`config.mk`:
```
export PLATFORM = sky130hd
export DESIGN_NAME = morse_seq_ctrl_flat
export DESIGN_NICKNAME = d
export VERILOG_FILES = /design/src/rtl/morse_pkg.sv /design/src/rtl/morse_seq_ctrl_if.sv /design/src/rtl/morse_seq_ctrl_edge_det.sv /design/src/rtl/morse_seq_ctrl.sv /design/src/flat_wrapper.sv
export SDC_FILE = /design/constraint.sdc
export NUM_CORES = 1
export LEC_CHECK = 0
export CAP_MARGIN = 40
export CORE_MARGIN = 8
export CORE_UTILIZATION = 60
export CTS_BUF_LIST = sky130_fd_sc_hd__clkbuf_8 sky130_fd_sc_hd__clkbuf_16
export CTS_CLUSTER_DIAMETER = 30
export CTS_CLUSTER_SIZE = 40
export DETAILED_ROUTE_END_ITERATION = 8
export HOLD_SLACK_MARGIN = 0.05
export PLACE_DENSITY = 0.84
export SETUP_SLACK_MARGIN = 0.1
export SLEW_MARGIN = 20
export SYNTH_ARGS = -nofsm -noshare
export SYNTH_HDL_FRONTEND = slang
export SYNTH_SLANG_ARGS = --single-unit
```
`constraint.sdc`:
```
create_clock -name clk -period 5.2 [get_ports clk]
set_clock_uncertainty 0.15 [all_clocks]
set_input_delay 1.56 -clock clk [delete_from_list [all_inputs] [get_ports clk]]
set_output_delay 1.56 -clock clk [all_outputs]
set_load 0.02 [all_outputs]
```
`src/rtl/morse_pkg.sv`:
```
// Shared widths, default timings and the controller state type for the Morse key sequencer.
package morse_pkg;

    localparam int CNT_W  = 12;
    localparam int LEN_W  = 3;
    localparam int BITS_W = 4;

    localparam int DOT_MAX_T_DEF = 200;
    localparam int GAP_T_DEF     = 600;

    typedef enum logic [1:0] {
        ST_IDLE,
        ST_PRESS,
        ST_GAP,
        ST_COMMIT
    } state_e;

endpackage

```
`src/rtl/morse_seq_ctrl_if.sv`:
```
// Key/button inputs and letter/pulse outputs of the Morse sequencer, bundled for port passing.
interface morse_seq_ctrl_if;
    import morse_pkg::*;

    logic              en;
    logic              tick;
    logic              key_in;
    logic              bksp_btn;
    logic [BITS_W-1:0] sym_bits;
    logic [LEN_W-1:0]  sym_len;
    logic              commit;
    logic              bksp;
    logic              ovf;
    logic              busy;

    modport master (
        output en, tick, key_in, bksp_btn,
        input  sym_bits, sym_len, commit, bksp, ovf, busy
    );

    modport slave (
        input  en, tick, key_in, bksp_btn,
        output sym_bits, sym_len, commit, bksp, ovf, busy
    );

endinterface

```
`src/rtl/morse_seq_ctrl_edge_det.sv`:
```
// Level-to-edge detector: compares the live level against its registered copy.
module edge_det (
    input  logic clk,
    input  logic rst,
    input  logic level_i,
    output logic rise_o,
    output logic fall_o
);

    logic level_q;

    // NOTE: clocked state uses non-blocking assignments so every flop samples pre-edge values.
    always_ff @(posedge clk or posedge rst) begin
        if (rst) begin
            level_q <= 1'b0;
        end else begin
            level_q <= level_i;
        end
    end

    assign rise_o = level_i & ~level_q;
    assign fall_o = ~level_i & level_q;

endmodule

```
`src/rtl/morse_seq_ctrl.sv`:
```
// Turns timed key presses into a dot/dash letter buffer, committing it after a silent gap
// and offering backspace/overflow pulses to the display register.
module morse_seq_ctrl
    import morse_pkg::*;
#(
    parameter int DOT_MAX_T = DOT_MAX_T_DEF,
    parameter int GAP_T     = GAP_T_DEF
) (
    input logic             clk,
    input logic             rst,
    morse_seq_ctrl_if.slave bus
);

    localparam logic [CNT_W-1:0] DOT_LIM  = CNT_W'(DOT_MAX_T);
    localparam logic [CNT_W-1:0] GAP_LAST = CNT_W'(GAP_T - 1);
    localparam logic [CNT_W-1:0] CNT_MAX  = '1;
    localparam logic [LEN_W-1:0] LEN_FULL = LEN_W'(BITS_W);

    state_e            state_q, state_d;
    logic [CNT_W-1:0]  cnt_q, cnt_d;
    logic [LEN_W-1:0]  len_q, len_d;
    logic [BITS_W-1:0] bits_q, bits_d;
    logic              bksp_q, bksp_d;
    logic              ovf_q, ovf_d;

    logic key_rise, key_fall;
    logic bksp_rise, bksp_fall_unused;

    // Edge registers run regardless of en, so re-enabling with the key held is not a press.
    edge_det u_key_edge (
        .clk     (clk),
        .rst     (rst),
        .level_i (bus.key_in),
        .rise_o  (key_rise),
        .fall_o  (key_fall)
    );

    edge_det u_bksp_edge (
        .clk     (clk),
        .rst     (rst),
        .level_i (bus.bksp_btn),
        .rise_o  (bksp_rise),
        .fall_o  (bksp_fall_unused)
    );

    always_ff @(posedge clk or posedge rst) begin
        if (rst) begin
            state_q <= ST_IDLE;
            cnt_q   <= '0;
            len_q   <= '0;
            bits_q  <= '0;
            bksp_q  <= 1'b0;
            ovf_q   <= 1'b0;
        end else begin
            state_q <= state_d;
            cnt_q   <= cnt_d;
            len_q   <= len_d;
            bits_q  <= bits_d;
            bksp_q  <= bksp_d;
            ovf_q   <= ovf_d;
        end
    end

    always_comb begin
        // NOTE: every combinational output gets a default first, so no path can infer a latch.
        state_d = state_q;
        cnt_d   = cnt_q;
        len_d   = len_q;
        bits_d  = bits_q;
        bksp_d  = 1'b0;
        ovf_d   = 1'b0;

        if (!bus.en) begin
            state_d = ST_IDLE;
            cnt_d   = '0;
            len_d   = '0;
            bits_d  = '0;
        end else begin
            case (state_q)
                ST_IDLE: begin
                    if (key_rise) begin
                        state_d = ST_PRESS;
                        cnt_d   = '0;
                    end
                    if (bksp_rise) begin
                        bksp_d = 1'b1;
                    end
                end

                ST_PRESS: begin
                    if (key_fall) begin
                        cnt_d = '0;
                        if (len_q < LEN_FULL) begin
                            bits_d[len_q[1:0]] = (cnt_q >= DOT_LIM);
                            len_d              = len_q + LEN_W'(1);
                            state_d            = ST_GAP;
                        end else begin
                            ovf_d   = 1'b1;
                            len_d   = '0;
                            bits_d  = '0;
                            state_d = ST_IDLE;
                        end
                    end else if (bus.tick && (cnt_q != CNT_MAX)) begin
                        cnt_d = cnt_q + CNT_W'(1);
                    end
                end

                // Backspace beats key rise, and both beat gap expiry in the same cycle.
                ST_GAP: begin
                    if (bksp_rise) begin
                        len_d   = '0;
                        bits_d  = '0;
                        cnt_d   = '0;
                        state_d = ST_IDLE;
                    end else if (key_rise) begin
                        cnt_d   = '0;
                        state_d = ST_PRESS;
                    end else if (bus.tick) begin
                        cnt_d = cnt_q + CNT_W'(1);
                        if (cnt_q == GAP_LAST) begin
                            state_d = ST_COMMIT;
                        end
                    end
                end

                ST_COMMIT: begin
                    len_d   = '0;
                    bits_d  = '0;
                    cnt_d   = '0;
                    state_d = ST_IDLE;
                end

                default: begin
                    state_d = ST_IDLE;
                end
            endcase
        end
    end

    assign bus.sym_bits = bits_q;
    assign bus.sym_len  = len_q;
    assign bus.commit   = bus.en & (state_q == ST_COMMIT);
    assign bus.bksp     = bus.en & bksp_q;
    assign bus.ovf      = bus.en & ovf_q;
    assign bus.busy     = (state_q != ST_IDLE);

endmodule
```
`src/flat_wrapper.sv`:
```
// flat-port wrapper written by rule: the top's interface ports become plain ports
module morse_seq_ctrl_flat import morse_pkg::*;
#(
    parameter int DOT_MAX_T = DOT_MAX_T_DEF,
    parameter int GAP_T     = GAP_T_DEF
)
  (clk, rst, bus_en, bus_tick, bus_key_in, bus_bksp_btn, bus_sym_bits, bus_sym_len, bus_commit, bus_bksp, bus_ovf, bus_busy);
  morse_seq_ctrl_if bus_i ();
  input logic clk;
  input logic rst;
  input wire logic [$bits(bus_i.en)-1:0] bus_en;
  input wire logic [$bits(bus_i.tick)-1:0] bus_tick;
  input wire logic [$bits(bus_i.key_in)-1:0] bus_key_in;
  input wire logic [$bits(bus_i.bksp_btn)-1:0] bus_bksp_btn;
  output wire logic [$bits(bus_i.sym_bits)-1:0] bus_sym_bits;
  output wire logic [$bits(bus_i.sym_len)-1:0] bus_sym_len;
  output wire logic [$bits(bus_i.commit)-1:0] bus_commit;
  output wire logic [$bits(bus_i.bksp)-1:0] bus_bksp;
  output wire logic [$bits(bus_i.ovf)-1:0] bus_ovf;
  output wire logic [$bits(bus_i.busy)-1:0] bus_busy;
  assign bus_i.en = bus_en;
  assign bus_i.tick = bus_tick;
  assign bus_i.key_in = bus_key_in;
  assign bus_i.bksp_btn = bus_bksp_btn;
  assign bus_sym_bits = bus_i.sym_bits;
  assign bus_sym_len = bus_i.sym_len;
  assign bus_commit = bus_i.commit;
  assign bus_bksp = bus_i.bksp;
  assign bus_ovf = bus_i.ovf;
  assign bus_busy = bus_i.busy;
  morse_seq_ctrl #(.DOT_MAX_T(DOT_MAX_T), .GAP_T(GAP_T)) u_core (.clk(clk), .rst(rst), .bus(bus_i));
endmodule
```
==> results of run 1 <==
sequential cells by signal (all words and copies together) (netlist names):
register and count:
u_core.bksp_q 1, u_core.u_key_edge.level_q 1, u_core.cnt_q 12, u_core.bus.sym_len 3, u_core.bus.sym_bits 4, u_core.ovf_q 1, u_core.state_q 2, u_core.u_bksp_edge.level_q 1
where the power goes:
part / internal (mW) / leakage (nW) / total (mW) / switching (mW)
logic: 0.102 / 0.439 / 0.267 / 0.165
registers: 0.211 / 0.341 / 0.229 / 0.0180
clock network: 0.0529 / 0.0269 / 0.114 / 0.0613
final timing paths:
kind	end	slack, ns	cells past startpoint
max	bus_ovf	0.50	3
min reg2reg	u_core.bus.sym_bits[1]	0.35	1
min	u_core.bus.sym_bits[1]	0.35	1
max reg2reg	u_core.cnt_q[2]	2.22	6
max in group asynchronous	u_core.cnt_q[5]	3.02	3
min in group asynchronous	u_core.ovf_q	1.44	2
final cells by class:
class / count / area [um^2] / area share, %
Clock inverter: 1 / 3.75 / 0.200
Multi-Input combinational cell: 123 / 911 / 48.5
Sequential cell: 25 / 626 / 33.3
Clock buffer: 3 / 41.3 / 2.20
Inverter: 13 / 48.8 / 2.60
Tap cell: 31 / 38.8 / 2.07
Timing Repair Buffer: 20 / 208 / 11.1
synthesized netlist by cell type (2+ instances only):
cell type | instances | area [um^2]
a22o_1 | 5 | 43.8
mux2i_1 | 3 | 30.0
o22ai_1 | 3 | 18.8
nand4_1 | 4 | 25.0
nor3_1 | 4 | 20.0
buf_4 | 3 | 22.5
buf_2 | 3 | 15.0
and2_1 | 4 | 25.0
inv_1 | 13 | 48.8
o41ai_2 | 2 | 32.5
and3_1 | 3 | 18.8
ha_1 | 11 | 138
o21ai_0 | 14 | 70.1
nor2_1 | 8 | 30.0
a211oi_1 | 9 | 67.6
o31ai_1 | 7 | 52.6
dfrtp_1 | 25 | 626
clkbuf_1 | 2 | 7.51
nand2b_1 | 4 | 25.0
nand3_1 | 12 | 60.1
nand2_1 | 7 | 26.3
cells by family (layout without fill, tap and decap cells):
| logic type | count (synthesis) | in the layout | share of synthesized area [%] |
|---|---|---|---|
| and+or+nand+nor | 58 | 58 | 21.5 |
| buffers and inverters | 22 | 37 | 6.40 |
| AOI/OAI and AO/OA | 51 | 51 | 23.8 |
| adders and majority gates | 11 | 11 | 8.38 |
| DFF | 25 | 25 | 38.1 |
| muxes | 3 | 3 | 1.83 |
per-stage QoR:
stage               util (%)  cell area [um^2]  hold slack, ns
floorplan                  -              1640           0.360
global placement        67.0              1800           0.332
detailed placement      68.0              1830           0.337
CTS                     69.7              1870           0.358
global route            69.9              1880           0.370
finish                  69.9              1880           0.353
routing by layer:
layer  GRT usage, %  up-vias  wire length, um
met5              0        -                0
met2           29.8       41             1830
met1           19.5      694             1590
met4           7.16        0               48
li1               -      662                -
met3           2.13        5              187
==> results.sh, run 1 <==
export IMPL_postCtsSetupBuffers=0
export IMPL_syn_area_per_cell_um2=9.66
export IMPL_dieWidth_um=68.3
export IMPL_worstSetupPathType="in -> out"
export IMPL_ios=17
export IMPL_drt_wirelength_per_cell_um=16.9
export IMPL_dpl_hpwl_mm=2.70
export IMPL_setup_viol=0
export IMPL_fin_nets=203
export IMPL_fin_crit_ns=4.70
export IMPL_syn_nets=187
export IMPL_total_power_uw=610
export IMPL_ys_flop_type="dfrtp_1"
export IMPL_min_from="u_core.bus.sym_bits[1]"
export IMPL_drive_gt1_share_pct=9.73
export IMPL_syn_area_mm2=0.00164
export IMPL_grt_pass1_vias=1366
export IMPL_synth_edff_count=0
export IMPL_gp_congestion=0.884
export IMPL_finalMaxSlewViolations=0
export IMPL_r2r_start="u_core.cnt_q[0]"
export IMPL_required_ns=3.49
export IMPL_tightest_slew_ns=0.637
export IMPL_final_cell_mix="25 x dfrtp_1, 16 x clkdlybuf4s50_1, 14 x o21ai_0, 14 x inv_1, 12 x nand3_1"
export IMPL_antenna_found_initial=0
export IMPL_cts_tree="built"
export IMPL_placed_cells=211
export IMPL_htree_levels=1
export IMPL_ys_warn_count=0
export IMPL_globalRouteOverflowTotal=0
export IMPL_vias_per_cell=6.49
export IMPL_setup_ws_ns=0.500
export IMPL_cp_startpoint="bus_en"
export IMPL_worstPathArrival_ns=2.99
export IMPL_drt_first_pass_iters=4
export IMPL_crit_path_frequent_cell="clkdlybuf4s50_1"
export IMPL_ir_worst_vdd_v=0.000302
export IMPL_insertion_delay_ns=0.27
export IMPL_slowest_stage="clkdlybuf4s50_1"
export IMPL_antenna_cells=0
export IMPL_cts_buffer_depth=2
export IMPL_drc_errors=0
export IMPL_grt_max_degree=17
export IMPL_powerDensity_mw_per_mm2=325
export IMPL_die_h_um=68.3
export IMPL_yosysSeqAreaShare_pct=38.1
export IMPL_synth_distinct_cells=45
export IMPL_drv_cap=0
export IMPL_leakagePower_nw=0.807
export IMPL_cts_root_buf="clkbuf_8"
export IMPL_ant_nets=0
export IMPL_cts_sinks=25
export IMPL_timing_fmax_mhz=213
export IMPL_fillers=204
export IMPL_wl_mm=3.66
export IMPL_die_area_mm2=0.00467
export IMPL_dp_slack_ns=0.491
export IMPL_drtIter0Drc=66
export IMPL_cpPeakStageDelay_ns=0.64
export IMPL_cpLargestDelayFamily="buffers and inverters"
export IMPL_tns_ns=0
export IMPL_synth_seq_cells=25
export IMPL_worst_hold_path_type="reg -> reg"
export IMPL_synthCells=170
export IMPL_crit_path_max_fanout=9
export IMPL_final_common_cell="dfrtp_1"
export IMPL_grt_usage_pct=16.7
export IMPL_cts_buffers=3
export IMPL_final_cells=216
export IMPL_row_count=19
export IMPL_min_period_over_period_pct=90.4
export IMPL_worstSetupEndpointType="output pin"
export IMPL_syn_to_final_growth_pct=14.3
export IMPL_port_buffers=16
export IMPL_startpoint_type="input pin"
export IMPL_status="complete, no violations"
export IMPL_fp_coreArea_mm2=0.00269
export IMPL_rsz0062_at_grt="no"
export IMPL_cts_reportedPaths_clkPinSlew_ns=0.08
export IMPL_finalHoldViolations=0
export IMPL_path_cells="clkdlybuf4s50_1 -> and2_1 -> clkdlybuf4s50_1"
export IMPL_async_flop_share_pct=100
export IMPL_grt_pass1_wl_mm=6.08
export IMPL_cts_resized=0
export IMPL_path_buf_inv=2
export IMPL_hold_buffers=0
export IMPL_max_slew_margin_pct=57.4
export IMPL_num_vias=1402
export IMPL_initial_utilization_pct=61.1
Note: power is estimated with default switching activity, not from simulation.
==> run 2: changes to the inputs <==
SKIP_CTS_REPAIR_TIMING = 1   (was default)
==> results of run 2 <==
Same layout as run 1: the final DEF is identical, and so are final timing and power.
==> run 3: changes to the inputs <==
CORE_MARGIN = 3   (was 8)
==> results.sh, run 3 (synthesized netlist as in run 1, its figures left out) <==
export IMPL_status="complete, no violations"
export IMPL_crit_cells=3
export IMPL_grt_pass1_vias=1318
export IMPL_ios=17
export IMPL_final_common_cell="dfrtp_1"
export IMPL_worstSetupEndpointType="output pin"
export IMPL_cp_startpoint="bus_en"
export IMPL_fillers=186
export IMPL_finalMaxSlewViolations=0
export IMPL_tightest_slew_ns=0.632
export IMPL_htree_levels=1
export IMPL_cts_reportedPaths_clkPinSlew_ns=0.09
export IMPL_fin_area_mm2=0.00186
export IMPL_num_vias=1386
export IMPL_reg2reg_depth=6
export IMPL_cts_buffer_depth=2
export IMPL_placed_cell_area_mm2=0.00181
export IMPL_cts_root_buf="clkbuf_8"
export IMPL_timing_fmax_mhz=222
export IMPL_worstPathArrival_ns=2.80
export IMPL_largest_reg_flops=12
export IMPL_die_area_mm2=0.00340
export IMPL_r2r_setup_slack_ns=2.24
export IMPL_initial_utilization_pct=64.5
export IMPL_max_slew_margin_pct=57.8
export IMPL_endpoint="bus_bksp"
export IMPL_setup_viol=0
export IMPL_cts_tree="built"
export IMPL_ant_nets=0
export IMPL_multi_input_area_um2=911
export IMPL_powerDensity_mw_per_mm2=327
export IMPL_r2r_start="u_core.cnt_q[0]"
export IMPL_final_util_pct=73.3
export IMPL_path_buf_inv=2
export IMPL_row_count=18
export IMPL_startpoint_type="input pin"
export IMPL_globalRouteOverflowTotal=0
export IMPL_finalHoldViolations=0
export IMPL_fin_nets=203
export IMPL_worst_hold_path_type="reg -> reg"
export IMPL_leakagePower_nw=0.801
export IMPL_final_cell_mix="25 x dfrtp_1, 16 x clkdlybuf4s50_1, 14 x o21ai_0, 13 x inv_1, 12 x nand3_1"
export IMPL_grt_usage_pct=22.7
export IMPL_insertion_delay_ns=0.27
export IMPL_path_cells="clkdlybuf4s50_1 -> and2_1 -> clkdlybuf4s50_1"
export IMPL_wl_mm=3.49
export IMPL_drt_first_pass_iters=4
export IMPL_syn_to_final_growth_pct=13.6
export IMPL_cts_sinks=25
export IMPL_cts_buffers=3
export IMPL_drtIter0Drc=73
export IMPL_fin_crit_ns=4.51
export IMPL_regToRegEndpoint="u_core.cnt_q[8]"
export IMPL_drive_gt1_share_pct=10.3
export IMPL_worstSetupPathType="in -> out"
export IMPL_required_ns=3.49
export IMPL_top_register="u_core.cnt_q"
export IMPL_antenna_found_initial=0
export IMPL_dieWidth_um=58.3
export IMPL_min_period_over_period_pct=86.8
export IMPL_drt_wirelength_per_cell_um=16.2
export IMPL_cpPeakStageDelay_ns=0.60
export IMPL_grt_pass1_wl_mm=5.91
export IMPL_antenna_cells=0
export IMPL_vias_per_cell=6.45
export IMPL_die_h_um=58.3
export IMPL_slowest_stage="clkdlybuf4s50_1"
export IMPL_fp_coreArea_mm2=0.00254
export IMPL_rsz0062_at_grt="no"
export IMPL_port_buffers=16
export IMPL_gp_congestion=0.871
export IMPL_dpl_hpwl_mm=2.60
export IMPL_ir_worst_vdd_v=0.000333
export IMPL_drv_cap=0
export IMPL_crit_path_max_fanout=4
export IMPL_seqCellArea_um2=626
export IMPL_grt_max_degree=15
export IMPL_cpLargestDelayFamily="buffers and inverters"
export IMPL_drc_errors=0
export IMPL_tns_ns=0
export IMPL_crit_path_frequent_cell="clkdlybuf4s50_1"
==> run 3: cell count changes in the layout (fill, tap and decap cells not counted), sizes merged <==
cell	delta
buf	-1
clkbuf	+1
clkinv	+1
inv	-1
==> run 3: layout make-up <==
cell class              instances  area share [%]
flip-flops and latches         25            33.6
multi-input cells             123            48.9
inverters                      13            2.62
clock inverters                 1           0.268
well taps                      30            2.01
clock buffers                   3            2.21
repair buffers                 20            10.5
==> run 3: power breakdown <==
group	switching (mW)	internal, mW	total [mW]
combinational	0.164	0.102	0.266
sequential	0.0164	0.211	0.227
clock	0.0627	0.0536	0.116
total	0.243	0.366	0.609
==> run 3: per-stage QoR <==
step | cells | setup slack [ns] | total power [mW] | hold WS [ns]
finish | 215 | 0.686 | 0.609 | 0.354
global route | 215 | 0.604 | 0.647 | 0.373
CTS | 214 | 0.672 | 0.607 | 0.358
detailed placement | 210 | 0.669 | 0.491 | 0.338
global placement | 209 | 0.714 | 0.478 | 0.339
floorplan | 170 | 1.47 | 0.420 | 0.360
==> run 3: routing by layer <==
layer | routed length, um | up-vias | GRT usage, %
met4 | 42 | 0 | 9.27
met3 | 204 | 4 | 3.29
met1 | 1610 | 655 | 30.8
li1 | - | 667 | -
met2 | 1630 | 60 | 36.4
met5 | 0 | - | 0
==> run 3: worst min-delay path by stage <==
stage	from	to	slack, ns	cells past startpoint
finish	u_core.bus.sym_bits[1]	u_core.bus.sym_bits[1]	0.35	1
detailed placement	u_core.bus.sym_bits[1]	u_core.bus.sym_bits[1]	0.34	1
global placement	u_core.bus.sym_bits[1]	u_core.bus.sym_bits[1]	0.34	1
global route	u_core.bus.sym_bits[1]	u_core.bus.sym_bits[1]	0.37	1
floorplan	u_core.cnt_q[10]	u_core.cnt_q[10]	0.36	1
CTS	u_core.bus.sym_bits[1]	u_core.bus.sym_bits[1]	0.36	1
